<file path="src/rtl/key_debounce.sv">
// Two-key debouncer: each raw key is polarity-corrected, synchronized and filtered by
// its own debounce FSM; key_add additionally auto-repeats while held.
module key_debounce #(
  parameter int DB_CYCLES      = 1024,
  parameter int REPEAT_DELAY   = 32768,
  parameter int REPEAT_PERIOD  = 8192,
  parameter bit KEY_ACTIVE_LOW = 1'b0
) (
  input  logic clock,
  input  logic reset,
  input  logic key_mode,
  input  logic key_add,
  output logic key_mode_down,
  output logic key_add_down,
  output logic key_mode_negedge,
  output logic key_add_negedge,
  output logic key_mode_level,
  output logic key_add_level
);

  localparam logic [1:0] IDLE         = 2'd0;
  localparam logic [1:0] PRESS_WAIT   = 2'd1;
  localparam logic [1:0] PRESSED      = 2'd2;
  localparam logic [1:0] RELEASE_WAIT = 2'd3;

  localparam logic [15:0] DB_LAST   = 16'(DB_CYCLES - 1);
  localparam logic [15:0] REP_FIRST = 16'(REPEAT_DELAY - 1);
  localparam logic [15:0] REP_NEXT  = 16'(REPEAT_PERIOD - 1);

  logic [1:0] raw_key;
  logic [1:0] down_vec;
  logic [1:0] neg_vec;
  logic [1:0] level_vec;

  // Bit 0 is the mode key, bit 1 the add key; both become pressed = 1 here.
  assign raw_key = {key_add, key_mode} ^ {2{KEY_ACTIVE_LOW}};

  for (genvar g = 0; g < 2; g++) begin : gen_ch
    logic        sync_a;
    logic        s;
    logic [1:0]  state;
    logic [15:0] cnt;
    logic        down_r;
    logic        neg_r;
    logic        level_r;
    logic        press_done;
    logic        release_done;
    logic        rep_hit;

    always_ff @(posedge clock or negedge reset) begin
      if (!reset) begin
        sync_a <= 1'b0;
        s      <= 1'b0;
      end else begin
        sync_a <= raw_key[g];
        s      <= sync_a;
      end
    end

    assign press_done   = (state == PRESS_WAIT)   &&  s && (cnt == DB_LAST);
    assign release_done = (state == RELEASE_WAIT) && !s && (cnt == DB_LAST);

    // A bounce back during either wait state abandons the window without a pulse.
    always_ff @(posedge clock or negedge reset) begin
      if (!reset) begin
        state <= IDLE;
        cnt   <= '0;
      end else begin
        case (state)
          IDLE: begin
            if (s) begin
              state <= PRESS_WAIT;
              cnt   <= '0;
            end
          end
          PRESS_WAIT: begin
            if (!s)              state <= IDLE;
            else if (press_done) state <= PRESSED;
            else                 cnt   <= cnt + 16'd1;
          end
          PRESSED: begin
            if (!s) begin
              state <= RELEASE_WAIT;
              cnt   <= '0;
            end
          end
          RELEASE_WAIT: begin
            if (s)                 state <= PRESSED;
            else if (release_done) state <= IDLE;
            else                   cnt   <= cnt + 16'd1;
          end
          default: state <= IDLE;
        endcase
      end
    end

    always_ff @(posedge clock or negedge reset) begin
      if (!reset) begin
        down_r  <= 1'b0;
        neg_r   <= 1'b0;
        level_r <= 1'b0;
      end else begin
        down_r <= press_done | rep_hit;
        neg_r  <= release_done;
        if (press_done)        level_r <= 1'b1;
        else if (release_done) level_r <= 1'b0;
      end
    end

    if (g == 1) begin : gen_repeat
      logic [15:0] rep_cnt;
      logic        rep_started;

      // Counts only while stably PRESSED, so release glitches just pause the schedule.
      assign rep_hit = (state == PRESSED) &&
                       (rep_cnt == (rep_started ? REP_NEXT : REP_FIRST));

      always_ff @(posedge clock or negedge reset) begin
        if (!reset) begin
          rep_cnt     <= '0;
          rep_started <= 1'b0;
        end else if (press_done) begin
          rep_cnt     <= '0;
          rep_started <= 1'b0;
        end else if (state == PRESSED) begin
          if (rep_hit) begin
            rep_cnt     <= '0;
            rep_started <= 1'b1;
          end else begin
            rep_cnt <= rep_cnt + 16'd1;
          end
        end
      end
    end else begin : gen_no_repeat
      assign rep_hit = 1'b0;
    end

    assign down_vec[g]  = down_r;
    assign neg_vec[g]   = neg_r;
    assign level_vec[g] = level_r;
  end

  assign key_mode_down    = down_vec[0];
  assign key_add_down     = down_vec[1];
  assign key_mode_negedge = neg_vec[0];
  assign key_add_negedge  = neg_vec[1];
  assign key_mode_level   = level_vec[0];
  assign key_add_level    = level_vec[1];

endmodule

</file>
<file path="config.mk">
export PLATFORM = sky130hd
export DESIGN_NAME = key_debounce
export DESIGN_NICKNAME = d
export VERILOG_FILES = /design/src/rtl/key_debounce.sv
export SDC_FILE = /design/constraint.sdc
export NUM_CORES = 1
export LEC_CHECK = 0
export BUFFER_PORTS_ARGS = -buffer_cell sky130_fd_sc_hd__clkbuf_2
export CAP_MARGIN = 10
export CORE_MARGIN = 2
export CORE_UTILIZATION = 31
export CTS_BUF_LIST = sky130_fd_sc_hd__clkbuf_8
export CTS_CLUSTER_DIAMETER = 40
export DETAILED_ROUTE_END_ITERATION = 10
export SLEW_MARGIN = 10
export SYNTH_ARGS = -nofsm -noshare
export SYNTH_HDL_FRONTEND = slang
export SYNTH_SLANG_ARGS = --single-unit
</file>
<file path="constraint.sdc">
create_clock -name clock -period 2.9 [get_ports clock]
set_clock_uncertainty 0.05 [all_clocks]
set_input_delay 0.29 -clock clock [delete_from_list [all_inputs] [get_ports clock]]
set_output_delay 0.29 -clock clock [all_outputs]
set_load 0.05 [all_outputs]
</file>
==> flow_summary_export.csv <==
group,metric,value,unit
status,status,"finished, final reports clean",
synth,syn_avg_cell_area,9.187,µm²
setup_path,critical_path_peak_fanout,11,
setup_path,r2r_start,"gen_ch[1].cnt[10]",
floorplanning,std_cell_rows,39,
timing,fin_ws,606.6,ps
detailed_routing,postRouteAntennaNets,0,
timing,fin_setup_tns,0,ps
clock_tree,cts_tree,"built",
setup_path,crit_path_cell_trace,"nor4_1 > nand4_1 > nor3_1 > nor2_1",
global_routing,grt_pass1_wl,13550,µm
clock_tree,cts_buffers,9,
setup_path,slowest_delay,620,ps
clock_tree,clk_latency,350,ps
timing,hold_viol_final,0,
floorplanning,io_pins,10,
floorplanning,start_util,31.38,%
detailed_routing,routedWlPerCell,14.12,µm
setup_path,crit_path_start_kind,"flop",
synth,ys_seq_elements,63,
global_routing,grt_max_degree,64,
detailed_routing,drc_errors,0,
setup_path,cp.arrival,2450,ps
floorplanning,die-area,12280,µm²
timing,grt_setup_unrepaired,"false",
setup_path,path_class,"reg2reg",
synth,ys_warn_count,0,
timing,relSlewSlack,43.03,%
timing,max_freq,0.4360,GHz
synth,synth_nets,392,
synth,ys.flop_type,"dfrtp_1",
setup_path,end_kind,"flop",
global_routing,grt_use_total,13.20,%
global_routing,antenna_found_initial,0,
cells_and_area,drive_gt1_share,12.22,%
placement,dp_hpwl,5043,µm
global_routing,first_global_vias,2887,
synth,yosysMostFrequentCell,"dfrtp_1",
synth,synth_top_area_share,44.57,%
detailed_routing,vias,2937,
setup_path,cpMaxStageDelayCell,"nor4_1",
detailed_routing,drtIter0Drc,283,
detailed_routing,drt-pass1-iter-count,4,
cells_and_area,final_cells,544,
synth,synth-edff-count,0,
min_path,hold_class,"in2async",
cells_and_area,finalInstanceArea,3924,µm²
timing,maxSlewViolCount,0,
clock_tree,cts_setup_buffers,0,
cells_and_area,nets,403,
power,vdd_drop_max,0.2191,mV
cells_and_area,n_antenna_cell,0,
floorplanning,die_w,110.8,µm
clock_tree,clockRootBuffer,"clkbuf_8",
power,power,1.667,mW
synth,ys_types,57,
synth,syn_area,3537,µm²
flow_run,maxCapViolations,0,
placement,portBuffers,9,
timing,setup_viol_count_final,0,
setup_path,crit_start,"gen_ch[1].cnt[10]",
synth,syn_inst,385,
power,powerDensity,424.8,nW/µm²
detailed_routing,viasPerCell,5.399,
cells_and_area,area_growth,10.93,%
clock_tree,clockBufferDepth,2,
setup_path,cp.required,3060,ps
synth,synthTopCellsByArea,"dfrtp_1, nand3_1, nand2_1",
timing,min_period,2293,ps
placement,gp_congestion,0.8159,
placement,place_ws,642.0,ps
setup_path,cp.buffers_inverters,0,
synth,ys_top_cells_by_count,"dfrtp_1, nand2_1, nand3_1, nor2_1, nand4_1",
setup_path,crit_family,"simple AND/OR/NAND/NOR gates",
synth,ys_async_sr_fraction,100.0,%
clock_tree,cts_max_level,3,
timing,worst_slew_pin_slew,848.5,ps
placement,dpl_cell_area,3746,µm²
timing,finalCritPeriodShare,79.08,%
power,p_leak,1.596,nW
detailed_routing,routed_wl,7679,µm
synth,ys_seq_area_share,44.57,%
clock_tree,clk_pin_slew,80,ps
global_routing,grt_overflow,0,
synth,yosys.area.top_type,"dfrtp_1",
floorplanning,die_height,110.8,µm
placement,placed_cells,526,
floorplanning,core,11270,µm²
cells_and_area,n_fill_cell,1118,
clock_tree,cts_resized,0,
clock_tree,cts_sinks,63,
-- final cells by class --
| class | count | area (µm²) | area share [%] |
|---|---|---|---|
| clock buffers | 9 | 123.9 | 3.157 |
| clock inverters | 7 | 33.78 | 0.8610 |
| inverters | 11 | 41.29 | 1.052 |
| multi-input cells | 290 | 1829 | 46.62 |
| flip-flops and latches | 63 | 1577 | 40.18 |
| well taps | 143 | 178.9 | 4.560 |
| repair buffers | 21 | 140.1 | 3.571 |
-- worst reg2reg max path, cell delays in order (launching register included) --
cell     delay [ps]
dfrtp_1         490
nor4_1          620
nand4_1         290
nor3_1          600
nor2_1          120
-- kinds of logic (layout without fill, tap and decap cells) --
family / count (synthesis) / in the layout / share of synthesized area (%)
fa+ha+maj: 3 / 3 / 1.061
xor+xnor: 15 / 15 / 3.714
buf+inv: 32 / 48 / 3.714
compound gates: 82 / 82 / 16.27
mux: 6 / 6 / 1.733
flops: 63 / 63 / 44.57
simple gates: 184 / 184 / 28.94
-- layer usage --
metal	global-route usage, %	part of all wire [%]	up-vias
met5	0	0	-
met4	5.000	1.5	0
met3	3.609	3.5	13
met2	20.25	45	44
met1	17.82	50	1416
li1	-	-	1464
-- flip-flops by register name, indices dropped and copies added (netlist names), named ones only --
name and flops:
key_mode_down 1, key_add_negedge 1, key_add_down 1, gen_ch.gen_repeat.rep_started 1, gen_ch.gen_repeat.rep_cnt 16, key_mode_negedge 1
gen_ch.sync_a 2, gen_ch.s 2, key_mode_level 1, gen_ch.cnt 32, key_add_level 1, gen_ch.state 2
-- path summary, 6_finish.rpt --
path | cells past startpoint | to | slack, ps
worst max register to register | 4 | gen_ch[1].gen_repeat.rep_started | 610
max in group asynchronous | 2 | gen_ch[1].gen_repeat.rep_cnt[5] | 2200
worst min-delay path | 2 | gen_ch[1].sync_a | 80
worst max-delay path | 4 | gen_ch[1].gen_repeat.rep_started | 610
worst min register to register | 0 | gen_ch[1].s | 300
min in group clock | 0 | gen_ch[1].s | 300
-- metrics by stage --
step	util [%]	hold slack, ps
6_report	34.81	79.08
3_3_place_gp	33.23	283.8
2_1_floorplan	-	-55.59
4_1_cts	34.81	117.0
5_1_grt	34.81	147.3
3_5_place_dp	33.23	287.3
-- cells in the final DEF (no fill, tap or decap), drive strengths merged, types with 5 or more instances in the layout --
cell    netlist  final
dfrtp        63     63
nor3b         5      5
or3           5      5
nand2        37     37
o311ai        5      5
nor4          7      7
xnor2        13     13
a21oi        17     17
a211oi        8      8
or4           5      5
clkbuf       17     17
nor2         24     24
buf           4     11
nand4        21     21
nand2b        6      6
o21ai        12     12
nand3        28     28
o211ai       16     16
and3          9      9
nor3         16     16
mux2i         5      5
inv          11     14
or2           6      6
-- what timing repair did --
item | 4_1_cts | 5_1_grt
hold buffers | 2 | 0
setup endpoints to repair | 0 | 0
endpoints found under the hold margin | 2 | 0
-- where the power goes --
group / switching, mW / internal [mW]
sequential: 0.0314 / 0.899
clock: 0.344 / 0.296
combinational: 0.0611 / 0.0352
Note: power is estimated with default switching activity, not from simulation.
